`src/rtl/ibm_pkt_admit.sv`:
```
// Ingress packet admission: type filter, free-buffer check, one-cycle forward and TSN metadata FIFO.
// Define IBM_PKT_STATS_EN to build the saturating statistics counters (otherwise they read 0).
module ibm_pkt_admit #(
  parameter int DW            = 134,
  parameter int TYPE_LSB      = 80,
  parameter int TYPE_W        = 8,
  parameter int CPU_TYPE      = 1,
  parameter int MAX_RSVD_TYPE = 4,
  parameter int MD_W          = 24,
  parameter int ID_W          = 8,
  parameter int CNT_W         = 5,
  parameter int MIN_FREE      = 1,
  parameter int MD_DEPTH      = 4
) (
  input  logic              clk,
  input  logic              rst_n,
  input  logic [DW-1:0]     in_data,
  input  logic              in_data_wr,
  input  logic              in_valid,
  input  logic [MD_W-1:0]   in_tsn_md,
  input  logic              in_tsn_md_wr,
  input  logic [CNT_W-1:0]  in_free_cnt,
  input  logic [ID_W-1:0]   in_buf_id,
  input  logic              in_buf_id_wr,
  output logic [CNT_W-1:0]  out_free_cnt,
  output logic [DW-1:0]     out_data,
  output logic              out_data_wr,
  output logic              out_valid,
  output logic              out_valid_wr,
  output logic [MD_W-1:0]   out_md,
  output logic              out_md_wr,
  output logic [1:0]        drop_pulse,
  output logic              err_pulse,
  output logic [31:0]       cnt_admit,
  output logic [31:0]       cnt_drop_type,
  output logic [31:0]       cnt_drop_nobuf
);

  localparam int         AW       = $clog2(MD_DEPTH);
  localparam int         HW       = MD_W - ID_W;
  localparam logic [1:0] FR_HEAD  = 2'b01;
  localparam logic [1:0] FR_TAIL  = 2'b10;
  localparam logic [AW:0] FULL_CNT = (AW+1)'(MD_DEPTH);

  typedef enum logic [1:0] {IDLE, TRANS, DISC} state_t;

  state_t            state, state_nxt;
  logic [1:0]        frame;
  logic              is_head, is_tail;
  logic [TYPE_W-1:0] pkt_type;
  logic              type_rej, no_buf;

  logic [DW-1:0]     data_nxt;
  logic              data_wr_nxt, valid_nxt, valid_wr_nxt, err_nxt;
  logic [1:0]        drop_nxt;

  logic [HW-1:0]     md_reg;
  logic [HW-1:0]     fifo_mem [MD_DEPTH];
  logic [AW-1:0]     wr_ptr, rd_ptr;
  logic [AW:0]       fifo_cnt;
  logic              fifo_full, fifo_empty, push, pop;

  // Buffer IDs replace the low metadata bits, so those bits are never stored.
  logic              unused_md_lo;
  assign unused_md_lo = ^in_tsn_md[ID_W-1:0];

  assign frame      = in_data[DW-1:DW-2];
  assign is_head    = (frame == FR_HEAD);
  assign is_tail    = (frame == FR_TAIL);
  assign pkt_type   = in_data[TYPE_LSB +: TYPE_W];
  assign type_rej   = (pkt_type != TYPE_W'(CPU_TYPE)) && (pkt_type <= TYPE_W'(MAX_RSVD_TYPE));
  assign fifo_full  = (fifo_cnt == FULL_CNT);
  assign fifo_empty = (fifo_cnt == '0);
  assign no_buf     = (in_free_cnt < CNT_W'(MIN_FREE)) || fifo_full;
  assign pop        = in_buf_id_wr && !fifo_empty;

  assign out_free_cnt = in_free_cnt;

  always_ff @(posedge clk or negedge rst_n) begin
    if (!rst_n) state <= IDLE;
    else        state <= state_nxt;
  end

  always_comb begin
    state_nxt    = state;
    data_nxt     = in_data;
    data_wr_nxt  = 1'b0;
    valid_nxt    = 1'b0;
    valid_wr_nxt = 1'b0;
    err_nxt      = 1'b0;
    drop_nxt     = 2'b00;
    push         = 1'b0;
    if (in_data_wr) begin
      case (state)
        IDLE: begin
          if (is_head) begin
            if (type_rej) begin
              drop_nxt  = 2'b01;
              state_nxt = DISC;
            end else if (no_buf) begin
              drop_nxt  = 2'b10;
              state_nxt = DISC;
            end else begin
              data_wr_nxt = 1'b1;
              state_nxt   = TRANS;
            end
          end
        end
        TRANS: begin
          data_wr_nxt = 1'b1;
          // A head inside an open packet closes the old one as a bad tail.
          if (is_head) begin
            data_nxt[DW-1:DW-2] = FR_TAIL;
            valid_wr_nxt        = 1'b1;
            err_nxt             = 1'b1;
            state_nxt           = DISC;
          end else if (is_tail) begin
            valid_nxt    = in_valid;
            valid_wr_nxt = 1'b1;
            push         = in_valid;
            state_nxt    = IDLE;
          end
        end
        DISC: begin
          if (is_tail) state_nxt = IDLE;
        end
        default: state_nxt = IDLE;
      endcase
    end
  end

  always_ff @(posedge clk or negedge rst_n) begin
    if (!rst_n) begin
      out_data     <= '0;
      out_data_wr  <= 1'b0;
      out_valid    <= 1'b0;
      out_valid_wr <= 1'b0;
      drop_pulse   <= 2'b00;
      err_pulse    <= 1'b0;
    end else begin
      if (data_wr_nxt) out_data <= data_nxt;
      out_data_wr  <= data_wr_nxt;
      out_valid    <= valid_nxt;
      out_valid_wr <= valid_wr_nxt;
      drop_pulse   <= drop_nxt;
      err_pulse    <= err_nxt;
    end
  end

  always_ff @(posedge clk or negedge rst_n) begin
    if (!rst_n)            md_reg <= '0;
    else if (in_tsn_md_wr) md_reg <= in_tsn_md[MD_W-1:ID_W];
  end

  // Admission refuses heads while full and only one packet is open, so push cannot overflow.
  always_ff @(posedge clk or negedge rst_n) begin
    if (!rst_n) begin
      wr_ptr   <= '0;
      rd_ptr   <= '0;
      fifo_cnt <= '0;
    end else begin
      if (push) wr_ptr <= wr_ptr + AW'(1);
      if (pop)  rd_ptr <= rd_ptr + AW'(1);
      if (push && !pop)      fifo_cnt <= fifo_cnt + (AW+1)'(1);
      else if (pop && !push) fifo_cnt <= fifo_cnt - (AW+1)'(1);
    end
  end

  always_ff @(posedge clk) begin
    if (push) fifo_mem[wr_ptr] <= md_reg;
  end

  always_ff @(posedge clk or negedge rst_n) begin
    if (!rst_n) begin
      out_md    <= '0;
      out_md_wr <= 1'b0;
    end else begin
      if (pop) out_md <= {fifo_mem[rd_ptr], in_buf_id};
      out_md_wr <= pop;
    end
  end

`ifdef IBM_PKT_STATS_EN
  always_ff @(posedge clk or negedge rst_n) begin
    if (!rst_n) begin
      cnt_admit      <= '0;
      cnt_drop_type  <= '0;
      cnt_drop_nobuf <= '0;
    end else begin
      if (push && (cnt_admit != '1))            cnt_admit      <= cnt_admit + 32'd1;
      if (drop_nxt[0] && (cnt_drop_type != '1))  cnt_drop_type  <= cnt_drop_type + 32'd1;
      if (drop_nxt[1] && (cnt_drop_nobuf != '1)) cnt_drop_nobuf <= cnt_drop_nobuf + 32'd1;
    end
  end
`else
  assign cnt_admit      = '0;
  assign cnt_drop_type  = '0;
  assign cnt_drop_nobuf = '0;
`endif

endmodule

```
`config.mk`:
```
export PLATFORM = sky130hd
export DESIGN_NAME = ibm_pkt_admit
export DESIGN_NICKNAME = d
export VERILOG_FILES = /design/src/rtl/ibm_pkt_admit.sv
export SDC_FILE = /design/constraint.sdc
export NUM_CORES = 1
export LEC_CHECK = 0
export BUFFER_PORTS_ARGS = -buffer_cell sky130_fd_sc_hd__clkbuf_2
export CAP_MARGIN = 10
export CORE_AREA = 2 2 174 176
export CTS_CLUSTER_SIZE = 8
export DETAILED_ROUTE_END_ITERATION = 16
export DIE_AREA = 0 0 176 178
export MAX_ROUTING_LAYER = met4
export PLACE_DENSITY = 0.72
export SLEW_MARGIN = 10
export SYNTH_ARGS = -nofsm -noshare
export SYNTH_HDL_FRONTEND = slang
export SYNTH_SLANG_ARGS = --single-unit
```
`constraint.sdc`:
```
create_clock -name clk -period 2.4 [get_ports clk]
set_input_delay 0 -clock clk [delete_from_list [all_inputs] [get_ports clk]]
set_output_delay 0 -clock clk [all_outputs]
set_load 0.01 [all_outputs]
```
==> flow_metrics.env <==
export IMPL_status="complete, no violations"
export IMPL_antenna_found_initial=1
export IMPL_critPathCaptureType="flop"
export IMPL_grt_pass1_wl_mm=40.85
export IMPL_top_regs="out_data (134), fifo_mem (64), out_md (24)"
export IMPL_ys_seq_area_frac=0.6390
export IMPL_die_h_um=178
export IMPL_synth_edff_count=64
export IMPL_syn2layout_area_growth_pct=43.04
export IMPL_ctsResizeCount=0
export IMPL_synthCells=687
export IMPL_cts_tree="built"
export IMPL_period_minus_slack_ns=2.175
export IMPL_period_share=0.9064
export IMPL_tns_ns=0
export IMPL_clock_root_buffer="clkbuf_16"
export IMPL_worstSetupStartpointType="flop"
export IMPL_cp_required_ns=2.82
export IMPL_ant_nets=0
export IMPL_reg2reg_from="state[1]$_DFFE_PN0P_"
export IMPL_power_density_nw_per_um2=1144
export IMPL_hold_path_class="input pin to asynchronous set/reset pin"
export IMPL_synth_top_area_cell="dfrtp_1"
export IMPL_cap_violations=0
export IMPL_cts_sinks=254
export IMPL_leakagePower_uw=0.007044
export IMPL_synth_xor_area_share=0.005029
export IMPL_peakVddDrop_uv=591.3
export IMPL_hpwlAfterDp_mm=18.77
export IMPL_core_area_um2=29400
export IMPL_timing_worst_setup_path_type="flop to flop"
export IMPL_setup_ws_ns=0.2245
export IMPL_num_rows=63
export IMPL_yosysWarnings=0
export IMPL_synth_mux_area_frac=0.1960
export IMPL_drtIter0Drc=367
export IMPL_die_area_um2=31330
export IMPL_first_global_vias=7393
export IMPL_die_x_um=176
export IMPL_numCtsBuffers=37
export IMPL_final_hold_viol_count=0
export IMPL_portBuffers=338
export IMPL_cts_max_level=2
export IMPL_slew_violations=0
export IMPL_gr_total_overflow=0
export IMPL_largest_reg_flops=134
export IMPL_gp_congestion=0.8062
export IMPL_tightest_slew_ns=0.7872
export IMPL_remaining_drc_errors=0
export IMPL_totalWireLength_mm=27.29
export IMPL_insertion_delay_ns=0.51
export IMPL_synthAdderAreaFrac=0.01269
export IMPL_ys_seq_elements=254
export IMPL_nets=1411
export IMPL_grt_max_degree=68
export IMPL_synth_ff_type="dfrtp_1"
export IMPL_fmax_mhz=459.7
export IMPL_clk_pin_slew_ns=0.05
export IMPL_synth_compound_area_frac=0.01006
export IMPL_yosysTopAreaCellShare=0.4550
export IMPL_drive_gt1_frac=0.4060
export IMPL_largest_register="out_data"
export IMPL_crit_fanout=7
export IMPL_synth_area_um2=10450
export IMPL_fin_skew_ns=0.01100
export IMPL_synthSimpleGateAreaFrac=0.04215
export IMPL_rsz0062_at_grt="false"
export IMPL_worst_r2r_path_depth=8
export IMPL_synth_cell_types=42
export IMPL_dp_slack_ns=0.2343
export IMPL_ff2ff_setup_slack_ns=0.22
export IMPL_grt_usage=0.1754
export IMPL_finalSetupViolations=0
export IMPL_dr_total_vias=7088
export IMPL_ys_async_sr_fraction=0.7480
export IMPL_slew_headroom=0.4752
export IMPL_pin_count=443
export IMPL_worstPathArrival_ns=2.60
export IMPL_reg2reg_to="fifo_cnt[2]$_DFFE_PN0P_"
export IMPL_synth_area_leaders="dfrtp_1, edfxtp_1, mux2_2"
export IMPL_detail_route_first_pass_iterations=4
export IMPL_syn_avg_cell_area_um2=15.21
export IMPL_initial_core_util=0.3554
export IMPL_crit_start="state[1]$_DFFE_PN0P_"
export IMPL_routedWlPerCell_um=16.74
export IMPL_routed_via_density=4.348
export IMPL_clockBufferDepth=3
export IMPL_synth_top_family_by_area="multiplexers"
==> logic make-up (layout without fill, tap and decap cells) <==
kind of cell,count (synthesis),count (layout)
xor+xnor,6,6
buf+inv,133,590
flops,254,254
other cells,1,97
compound gates,12,12
simple gates,105,105
fa+ha+maj,10,10
mux,166,166
==> worst max path at each step <==
stage	depth (start not counted)	to
detailed placement	8	fifo_cnt[2]$_DFFE_PN0P_
global placement	7	out_data[85]$_DFFE_PN0P_
CTS	8	fifo_cnt[2]$_DFFE_PN0P_
finish	8	fifo_cnt[2]$_DFFE_PN0P_
global route	8	fifo_cnt[2]$_DFFE_PN0P_
floorplan	8	fifo_cnt[2]$_DFFE_PN0P_
==> cell usage after synthesis (4+ instances only) <==
master    number
nor2_1         5
and2_1         6
dfrtp_1      190
buf_4        107
mux2_2        80
nand2_1       80
clkbuf_1       7
inv_1          7
buf_8          7
nor3_1         5
xnor2_1        4
mux4_2        16
edfxtp_1      64
ha_1           9
mux2_1        69
==> power breakdown <==
part	switching [µW]	total (µW)	internal [µW]
clock	1800	4610	2820
sequential	918	6870	5950
combinational	2840	5620	2780
total	5550	17100	11500
==> critical path: stages (launching register included) <==
cell	delay, ns
dfrtp_1	0.43
nand3b_1	0.25
nor3_1	0.32
ha_1	0.24
inv_1	0.06
fa_1	0.37
xor2_1	0.15
nor2_1	0.10
xor2_1	0.17
==> through the flow <==
stage,utilization,instance area [µm²],instances,power (µW),hold slack (ns)
after floorplan,-,10810,782,10040,-0.2956
after global placement,0.4182,12300,1412,12200,0.06658
after detailed placement,0.4182,12300,1412,12380,0.06044
after CTS,0.5082,14940,1629,17310,0.08198
after global routing,0.5083,14950,1630,18100,0.1192
final,0.5083,14950,1630,17100,0.07143
==> layer usage <==
metal / part of all wire / track usage / wire length [µm] / up-vias
li1: - / - / - / 3270
met1: 0.38 / 0.1977 / 10390 / 3480
met2: 0.53 / 0.3073 / 14500 / 280
met3: 0.060 / 0.04049 / 1634 / 58
met4: 0.028 / 0.06164 / 762 / 0
met5: 0 / - / 0 / -
==> cell usage in the layout (no fill, tap or decap), types with 2 or more instances in the layout <==
cell	netlist	routed
and2_1	6	6
buf_12	0	4
buf_4	107	23
clkbuf_1	7	14
clkbuf_16	0	37
clkbuf_2	0	337
conb_1	1	96
dfrtp_1	190	190
dlygate4sd3_1	0	163
edfxtp_1	64	64
ha_1	9	9
inv_1	7	7
inv_6	0	2
mux2_1	69	69
mux2_2	80	80
mux4_2	16	16
nand2_1	80	80
nand3_1	2	2
nor2_1	5	5
nor3_1	5	5
o21ai_0	2	2
xnor2_1	4	4
xor2_1	2	2
==> final cells by class <==
cell class / instances / area (µm²)
clock buffer: 51 / 978.4
inverter: 8 / 30.03
timing repair buffer: 528 / 3585
clock inverter: 3 / 37.54
multi-input combinational: 395 / 3148
sequential: 254 / 6676
tap: 390 / 488.0
fill: 2449 / 14460
antenna: 1 / 2.502
==> repair_timing <==
item,4_1_cts,5_1_grt
setup buffers,0,0
endpoints found under the hold margin,277,0
hold buffers,163,0
(Power assumes the default switching activity.)
